`src/rtl/tick_sequencer.sv`:
```
// Programmable tick generator: divides the clock by (div+1), issues one-cycle
// ticks and a toggled divided clock, optionally stopping after a burst of ticks.
module tick_sequencer #(
  parameter int CNT_W       = 7,
  parameter int BURST_W     = 8,
  parameter int DEFAULT_DIV = 49
) (
  input  logic               clock,
  input  logic               reset,
  input  logic               cfg_valid,
  output logic               cfg_ready,
  input  logic [CNT_W-1:0]   cfg_div,
  input  logic [BURST_W-1:0] cfg_burst,
  input  logic               start,
  input  logic               stop,
  output logic               busy,
  output logic               tick,
  output logic               scaledclk,
  output logic [BURST_W-1:0] tick_count,
  output logic               done
);

  typedef enum logic [1:0] {
    IDLE = 2'd0,
    RUN  = 2'd1,
    DONE = 2'd2
  } state_t;

  state_t             state, state_n;
  logic [CNT_W-1:0]   div_reg, div_n;
  logic [BURST_W-1:0] burst_reg, burst_n;
  logic [CNT_W-1:0]   counter, counter_n;
  logic [BURST_W-1:0] tick_count_n;
  logic               scaledclk_n;
  logic [BURST_W-1:0] tick_count_inc;

  assign busy           = (state == RUN);
  assign done           = (state == DONE);
  assign cfg_ready      = (state == IDLE) && !reset;
  // Stop and reset both veto the terminal-count decode in the same cycle.
  assign tick           = (state == RUN) && (counter == div_reg) && !stop && !reset;
  assign tick_count_inc = tick_count + BURST_W'(1);

  always_comb begin
    state_n      = state;
    div_n        = div_reg;
    burst_n      = burst_reg;
    counter_n    = counter;
    tick_count_n = tick_count;
    scaledclk_n  = scaledclk;
    case (state)
      IDLE: begin
        if (cfg_valid) begin
          div_n   = cfg_div;
          burst_n = cfg_burst;
        end
        if (start) begin
          state_n      = RUN;
          counter_n    = '0;
          tick_count_n = '0;
          scaledclk_n  = 1'b0;
        end
      end
      RUN: begin
        if (stop) begin
          state_n     = IDLE;
          counter_n   = '0;
          scaledclk_n = 1'b0;
        end else if (counter == div_reg) begin
          counter_n    = '0;
          tick_count_n = tick_count_inc;
          if ((burst_reg != '0) && (tick_count_inc == burst_reg)) begin
            state_n     = DONE;
            scaledclk_n = 1'b0;
          end else begin
            scaledclk_n = ~scaledclk;
          end
        end else begin
          counter_n = counter + CNT_W'(1);
        end
      end
      DONE: begin
        state_n     = IDLE;
        counter_n   = '0;
        scaledclk_n = 1'b0;
      end
      default: begin
        state_n     = IDLE;
        counter_n   = '0;
        scaledclk_n = 1'b0;
      end
    endcase
  end

  always_ff @(posedge clock) begin
    if (reset) begin
      state      <= IDLE;
      div_reg    <= CNT_W'(DEFAULT_DIV);
      burst_reg  <= '0;
      counter    <= '0;
      tick_count <= '0;
      scaledclk  <= 1'b0;
    end else begin
      state      <= state_n;
      div_reg    <= div_n;
      burst_reg  <= burst_n;
      counter    <= counter_n;
      tick_count <= tick_count_n;
      scaledclk  <= scaledclk_n;
    end
  end

endmodule

```
`config.mk`:
```
export PLATFORM = sky130hd
export DESIGN_NAME = tick_sequencer
export DESIGN_NICKNAME = d
export VERILOG_FILES = /design/src/rtl/tick_sequencer.sv
export SDC_FILE = /design/constraint.sdc
export NUM_CORES = 1
export LEC_CHECK = 0
export CAP_MARGIN = 25
export CORE_MARGIN = 2
export CORE_UTILIZATION = 54
export CTS_BUF_LIST = sky130_fd_sc_hd__clkbuf_4 sky130_fd_sc_hd__clkbuf_8
export DETAILED_ROUTE_END_ITERATION = 7
export MAX_ROUTING_LAYER = met4
export PLACE_DENSITY = 0.83
export SETUP_SLACK_MARGIN = 0.4
export SYNTH_ARGS = -nofsm -noshare
export SYNTH_HDL_FRONTEND = slang
export SYNTH_SLANG_ARGS = --single-unit
```
`constraint.sdc`:
```
create_clock -name clock -period 2.46 [get_ports clock]
set_clock_uncertainty 0.15 [all_clocks]
set_input_delay 0.492 -clock clock [delete_from_list [all_inputs] [get_ports clock]]
set_output_delay 0.492 -clock clock [all_outputs]
set_load 0.005 [all_outputs]
```
* Yosys cells after proc, flatten, opt, wreduce, memory -nomap -nowiden
Cells that the tools add are included. Widths: inputs -> output; s select.
Storage, ports and cells: output and inout bits 13, word-level logic and storage cells 50, flip-flop bits (word level) 33, input bits 20
Operators by class: equality and inequality tests 9, bitwise operators 1, multiplexer cells 18, add/subtract/negate cells 2, reductions and logical operators 14
Operators with widths (count):
- $mux 8 | 3
- $mux 7 | 3
- $pmux 8 s2 | 1
- $pmux 7 s2 | 1
- $add 8x1->8 const B | 1
- $eq 8x8->1 | 1
- $mux 2 | 4
- $reduce_bool 8->1 | 1
- $add 7x1->7 const B | 1
- $eq 7x7->1 | 1
- $ne 3x2->1 const B | 2
- $logic_and 1x1->1 | 5
- $mux 1 | 4
- $ne 2x2->1 const B | 2
- $pmux 2 s2 | 1
- $reduce_and 2->1 | 2
- $reduce_and 4->1 | 1
- $reduce_and 3->1 | 1
- $eq 2x1->1 const B | 1
- $eq 2x2->1 const B | 1
- $logic_not 1->1 | 2
- $logic_not 2->1 | 1
- $ne 2x1->1 const B | 1
- $pmux 1 s2 | 1
- other kinds (2) | 2

* Longest topological paths before layout
Gate-level depths: netlist (run 1).
depth after elaboration 7, depth in mapped cells 6, gate-level depth less buffers 6

* Worst setup path after synthesis (run 1)
OpenSTA, ideal clock, no wires.
kind flip-flop to output port, start register counter[5], end output tick, buffers on the path 1, arrival time 1.379 ns, required time 1.818 ns, slack 0.439 ns, cell stages (with the launch flop) 6, cell sequence dfxtp_1 > xor2_1 > nor4_4 > buf_6 > nand2_4 > nor3_1
On the way: cells in the longest elaborated chain, start to end 4
RTL lines:
- start, declared | line 32 | logic [CNT_W-1:0] counter, counter_n;
- start signal, assigned | line 107 | counter <= counter_n;
- $eq 7x7->1 | line 41 | assign tick = (state == RUN) && (counter == div_reg) && !stop && !reset;
- $logic_and 1x1->1 (3 in series) | line 41
- end, declared | line 17 | output logic tick,
No other way between the ends.

* Worst setup path after layout (run 1)
start register div_reg[5], end output tick
On the way: cells in the longest elaborated chain, start to end 4
RTL lines:
- start, declared | line 30 | logic [CNT_W-1:0] div_reg, div_n;
- start signal, assigned | line 98 | div_reg <= CNT_W'(DEFAULT_DIV);
- start signal, assigned | line 105 | div_reg <= div_n;
- $eq 7x7->1 | line 41
- $logic_and 1x1->1 (3 in series) | line 41
No other way between the ends.

==> results of run 1 <==
[through the flow]
step	util (%)	hold WS, ps
2_1_floorplan	-	298
6_report	78.8	324
5_1_grt	78.8	339
3_3_place_gp	71.5	307
4_1_cts	76.9	325
3_5_place_dp	71.5	311
[worst max path at each step]
stage          startpoint  endpoint  slack, ps  cells after the start
6_report       div_reg[5]      tick        250                      5
5_1_grt        counter[3]      tick        150                      5
4_1_cts        div_reg[0]      tick        220                      5
3_5_place_dp         stop      tick          6                      4
3_3_place_gp         stop      tick         60                      4
2_1_floorplan  counter[5]      tick        440                      5
[critical path, stage by stage (launching register included)]
cell and delay [ps]:
dfxtp_2 330, xor2_1 180, nor4_4 370, nand2_4 100, nor3_4 120, buf_2 130
[report_power, final]
| part | internal, mW | total, mW | switching [mW] |
|---|---|---|---|
| Clock | 0.165 | 0.351 | 0.186 |
| Combinational | 0.0947 | 0.188 | 0.0931 |
| Sequential | 0.553 | 0.569 | 0.0164 |
[what timing repair did]
action                     4_1_cts  5_1_grt
pin swaps                        3        6
setup endpoints to repair        6       20
resized for setup               25       17
setup buffers                    7        2
[cell type report]
| cell class | count | area [sq um] |
|---|---|---|
| multi-input cells | 168 | 1100 |
| fillers | 216 | 653 |
| repair buffers | 55 | 503 |
| clock inverters | 1 | 5.00 |
| well taps | 44 | 55.1 |
| inverters | 3 | 11.3 |
| flip-flops and latches | 33 | 684 |
| clock buffers | 7 | 65.1 |
[cells in the mapped netlist, drive strengths merged (2+ instances only)]
cell type	n
inv	2
o21ai	4
ha	2
a221oi	2
nand4	5
a311oi	2
nand3	8
nand2b	3
xor2	14
nor4	5
o2111ai	2
a21oi	19
a211oi	2
and4	3
nor3	6
nor2	16
buf	2
xnor2	10
nand2	42
nor2b	2
and3	2
clkbuf	9
nor3b	2
a41oi	3
dfxtp	33
o221a	2
[kinds of logic after synthesis]
group	count (synthesis)
XOR/XNOR	24
adder cells (fa/ha/maj)	2
buffers and inverters	14
flip-flops	33
multiplexers	1
AND/OR/NAND/NOR	99
AO/OA/AOI/OAI	42
[layer usage]
| metal | track usage [%] | wire length [um] | up-vias |
|---|---|---|---|
| met1 | 33.0 | 1850 | 814 |
| met3 | 7.14 | 349 | 14 |
| li1 | - | - | 869 |
| met5 | - | 0 | - |
| met2 | 43.5 | 2210 | 89 |
| met4 | 11.2 | 115 | 0 |
==> metrics.txt, run 1 <==
fin crit share 90.0%; RR Endpoint tick_count[3]; die height 61.2 um; # hold bufs at CTS 0; PD cells 457 nW/um^2; initial DRC count 162; Yosys reg bits 33; via density per instance 5.74; total die area 3750 sq um; CP Class reg2out; commonest non-fill, non-tap cell in the layout nand2_1; Avg Cell Area, Syn 8.23 sq um; required time of the critical path 1820 ps; Setup WS post-layout 247 ps; Synth Instances 215; Power Total 1.11 mW; first-pass GRT wire length 7200 um; clock buffer depth 2; multiplexer share of the synthesized area 0.566%; IO Pins 33; CTS clk-pin slew, worst paths 90 ps; Final nets 288; Post-Syn Area 1770 sq um; setup TNS 0 ps; fin area 2420 sq um; Leak 0.960 nW; Synth Area in Adders 1.41%; Post-synth EDFFs 0; worst vdd ir 0.400 mV; Syn Nets 237; I/O Buffers 32; largest area contributor in the netlist dfxtp_1; share of the yosys chip area belonging to registers 37.3%; Layout area overhead 37.1%; ys async rst share 0%; final hold vios 0; Final ANT Viol Nets 0; CP Capture Type output port; DRC Markers 0; RSZ-0062 raised after global routing true; Total GRT Usage 27.4%; Hold Path End div_reg[3]; Compound-Gate Fraction of Synth Area 15.9%; Core Rows 20; status completed; Max Clk Rate 452 MHz; Starting Density 57.5%; CTS tree done; share of the synthesized area in the top cell type 37.3%; Die W 61.2 um; Slew headroom 67.4%; ys flop type dfxtp_1; routed vias 1786; # diodes 0; vias in the first global route 1542; most frequent cells in the layout 40 x nand2_1, 27 x clkdlybuf4s50_1, 19 x a21oi_1, 19 x buf_4, 18 x dfxtp_1; total placed cells including tap cells 294; main combinational cell family by area after synthesis simple AND/OR/NAND/NOR gates; DPL Wire Length 3120 um; Post-Synth XOR/XNOR Area 11.9%; Post-Synth Simple-Gate Area 29.4%; layout cells sized above 1 23.2%; CTS H-tree depth 2; hold path start div_reg[3]; top cells by area, synth dfxtp_1 37%, nand2_1 8.5%, xor2_1 6.9%; Synth cell types 45; clock root buffer clkbuf_4; worst-path maximum fanout 2; largest net degree at the start of global routing 20; Hold Path Stages 2; crit path launch type flop; Slew Viols, Final 0; number of synthesis warnings 0; core box area 3080 sq um; Maximum Capacitance Violations 0; initial antenna violation count 0; Worst Path Arrival 1570 ps; worst skew pair latency 350 ps; total CTS buffers 5; final setup vio count 0; Final Non-Filler Cells 311; grt total ovfl 0; gpl congestion 0.915; pre-CTS setup slack 5.78 ps; routed len/inst 14.5 um; fin crit period 2210 ps; Area after DPL 2200 sq um; CTS Sinks 33; worst r2r src div_reg[5]; Reg2Reg Depth 7; overall routed net length 4520 um; HP Class reg2reg; internal reg-to-reg setup slack 460 ps; DRT Pass-1 Iters 4; Slew @ Worst Pin 489 ps
Power figures use the tool's default switching activity.
==> inputs of run 2 (changes only) <==
HOLD_SLACK_MARGIN = 0.08   (was unset)
SLEW_MARGIN = 5   (was unset)
==> results of run 2 <==
No change in the layout: final DEF, timing and power equal those of run 1.
==> inputs of run 3 (changes only) <==
clock period = 2.2 ns   (was 2.46 ns; I/O delays follow)
==> run 3 against run 2 <==
- the flow now stops in global routing
- area after synthesis is the same
- synthesized cell count is the same
==> metrics.txt, run 3 <==
largest net degree at the start of global routing 16; die height 61.2 um (unchanged); Die W 61.2 um (unchanged); share of the synthesized area in the top cell type 37.3% (unchanged); I/O Buffers 32 (unchanged); Syn Nets 237 (unchanged); Compound-Gate Fraction of Synth Area 15.9% (unchanged); clock root buffer clkbuf_4; DPL Wire Length 3430 um (+9.9%); Post-Synth XOR/XNOR Area 11.9% (unchanged); Starting Density 57.5% (unchanged); total placed cells including tap cells 308 (+4.8%); status aborted with a tool error; CTS H-tree depth 2 (unchanged); Avg Cell Area, Syn 8.23 sq um (unchanged); most common cell in the netlist nand2_1; Yosys reg bits 33 (unchanged); Post-synth EDFFs 0 (unchanged); ys flop type dfxtp_1; Synth Area in Adders 1.41% (unchanged); Area after DPL 2340 sq um (+6.3%); Core Rows 20 (unchanged); Synth cell types 45 (unchanged); share of the yosys chip area belonging to registers 37.3% (unchanged); Synth Instances 215 (unchanged); Crit. endpoint post-GRT repair tick; top cells by area, synth dfxtp_1 37%, nand2_1 8.5%, xor2_1 6.9%; number of synthesis warnings 0 (unchanged); clock buffer depth 2 (unchanged); Stopped at global routing; main combinational cell family by area after synthesis simple AND/OR/NAND/NOR gates; Post-Synth Simple-Gate Area 29.4% (unchanged); worst endpoint type output port; Post-Syn Area 1770 sq um (unchanged); largest area contributor in the netlist dfxtp_1; top cells by count, synth 40 x nand2_1, 33 x dfxtp_1, 19 x a21oi_1; multiplexer share of the synthesized area 0.566% (unchanged); gpl congestion 0.879 (-4.0%); ys async rst share 0% (unchanged); total CTS buffers 5 (unchanged); CTS Sinks 33 (unchanged); IO Pins 33 (unchanged); Tool Error [ERROR DPL-0038] Utilization greater than 100%, impossible to legalize
==> run 3: cell counts after synthesis <==
Identical to the previous run, type by type.
==> run 3: cell families after synthesis <==
| kind of cell | Yosys count |
|---|---|
| AO/OA/AOI/OAI | 42 |
| XOR/XNOR | 24 |
| adder cells (fa/ha/maj) | 2 |
| buffers and inverters | 14 |
| flip-flops | 33 |
| multiplexers | 1 |
| AND/OR/NAND/NOR | 99 |
==> run 3: through the flow <==
step	hold slack (ps)	setup WS (ps)
4_1_cts	324	24.6
3_3_place_gp	308	-83.3
2_1_floorplan	298	288
3_5_place_dp	310	-113
==> run 3: timing repair <==
| item | 4_1_cts |
|---|---|
| resized for setup | 90 |
| hold buffers | 0 |
| buffers inserted | 26 |
| setup endpoints to repair | 30 |
| pin swaps | 31 |
==> inputs of run 4 (changes only) <==
CORE_UTILIZATION = 40   (was 54)
CTS_BUF_LIST = unset   (was sky130_fd_sc_hd__clkbuf_4 sky130_fd_sc_hd__clkbuf_8)
HOLD_SLACK_MARGIN = unset   (was 0.08)
MAX_ROUTING_LAYER = unset   (was met4)
PLACE_DENSITY = unset   (was 0.83)
PLACE_DENSITY_LB_ADDON = 0.15   (was unset)
SETUP_SLACK_MARGIN = unset   (was 0.4)
==> run 4 against run 3 <==
- the run now ends clean
==> metrics.txt, run 4 (synthesis results as in run 1) <==
status completed; Die W 70.5 um (+15%); Starting Density 41.2% (-16 points); Hold Path End div_reg[1]; PD cells 532 nW/um^2; CTS clk-pin slew, worst paths 60 ps; CP Class reg2out; DRC Markers 0; cell family with most CP delay simple AND/OR/NAND/NOR gates; crit path launch type flop; internal reg-to-reg setup slack 160 ps; final hold vios 0; worst vdd ir 0.264 mV; core box area 4290 sq um; Maximum Capacitance Violations 0; switching power 0.332 mW; Hold Path Stages 2; CTS tree done; Slew Viols, Final 0; Final nets 298; clock buffer depth 2 (unchanged); Clock power frac 35.3%; Max Clk Rate 469 MHz; CP bufs+invs 1; via density per instance 5.25; DRT Pass-1 Iters 4; CTS H-tree depth 2 (unchanged); most frequent cells in the layout 40 x nand2_1, 32 x buf_4, 31 x dfxtp_1; routed vias 1721; gpl congestion 0.871 (-0.90%); Core Rows 24 (+20%); CTS Sinks 33 (unchanged); routed len/inst 13.4 um; Leak 0.985 nW; total placed cells including tap cells 320 (+3.9%); slowest CP cell nor4_4; Worst Setup SP div_reg[5]; fin crit share 96.9%; worst skew pair latency 280 ps; Internal 0.977 mW; sequential share of power 48.8%; RSZ-0062 raised after global routing true; total die area 4970 sq um; power share of the combinational group 16.0%; required time of the critical path 1610 ps; HP Class reg2reg; Reg2Reg Depth 7; clock root buffer clkbuf_8; CP peak stage delay 360 ps; vias in the first global route 1603; fill cell count 428; Worst Path Arrival 1540 ps; initial antenna violation count 0; Slew headroom 66.3%; CP Cell Sequence xor2_1 > nor4_4 > nand2_4 > nor3_4 > buf_2; overall routed net length 4390 um; Total GRT Usage 19.2%; die height 70.5 um (+15%); first-pass GRT wire length 7600 um; largest net degree at the start of global routing 20; total CTS buffers 5 (unchanged); DPL Wire Length 3260 um (-4.9%); Switching Fraction 25.3%; initial DRC count 135; commonest non-fill, non-tap cell in the layout nand2_1; layout cells sized above 1 18.5%; Slew @ Worst Pin 505 ps; grt total ovfl 0; Layout area overhead 38.9%; RR Endpoint tick_count[3]; Final Non-Filler Cells 328; IO Pins 33 (unchanged); CP Capture Type output port; Final ANT Viol Nets 0; hold path start div_reg[1]; worst-path maximum fanout 2; worst r2r src div_reg[5]; fin crit period 2130 ps; # diodes 0; I/O Buffers 32 (unchanged); final setup vio count 0; setup TNS 0 ps
==> run 4: area by class of cell <==
type | count | area, sq um | share of cell area (%)
inverter | 3 | 11.3 | 0.458
multi-input combinational | 168 | 1070 | 43.4
timing repair buffer | 65 | 566 | 23.0
sequential | 33 | 663 | 27.0
tap | 52 | 65.1 | 2.65
clock buffer | 7 | 86.3 | 3.51
==> run 4: per-stage QoR <==
step           power, mW  utilization, %  area, sq um  worst slack, ps  hold slack [ps]
4_1_cts             1.32            57.2         2460            -19.7              317
3_5_place_dp       0.857            54.6         2340             -144              309
3_3_place_gp       0.854            54.6         2340             -111              306
5_1_grt             1.36            57.2         2460            -29.6              346
6_report            1.31            57.2         2460             69.2              316
2_1_floorplan      0.759               -         1770              231              298
==> run 4: worst max-delay path by stage <==
stage	end	slack [ps]	cells after the start
after floorplan	tick	230	5
after global placement	tick	-110	4
after global routing	tick	-30	5
after detailed placement	tick	-140	4
final	tick	70	5
after CTS	tick	-20	5
==> run 4: repair_timing <==
item | 4_1_cts | 5_1_grt
buffers inserted | 1 | 0
pin swaps | 3 | 3
endpoints found under the setup margin | 2 | 3
hold buffers | 0 | 0
gates resized for setup | 8 | 4
==> run 4: worst register-to-register path: stages, from the launching register on <==
cell and delay (ps):
dfxtp_1 320, xor2_1 190, nor4_4 360, buf_4 170, buf_4 180, nand2_4 70
o31a_1 290, o221a_1 230
==> run 4: per-layer routing <==
layer | track usage (%) | part of all wire [%] | vias to the layer above
met5 | 0 | 0 | -
met4 | 7.26 | 1.8 | 0
met3 | 4.33 | 5.7 | 10
met2 | 28.5 | 43 | 58
met1 | 27.2 | 49 | 770
li1 | - | - | 883
==> run 4: power by group through the flow <==
stage               sequential, mW  clock, mW  combinational, mW
global route                 0.641      0.491              0.231
global placement             0.651          0              0.204
finish                       0.638      0.461              0.209
CTS                          0.638      0.470              0.210
detailed placement           0.651          0              0.206
floorplan                    0.647          0              0.112
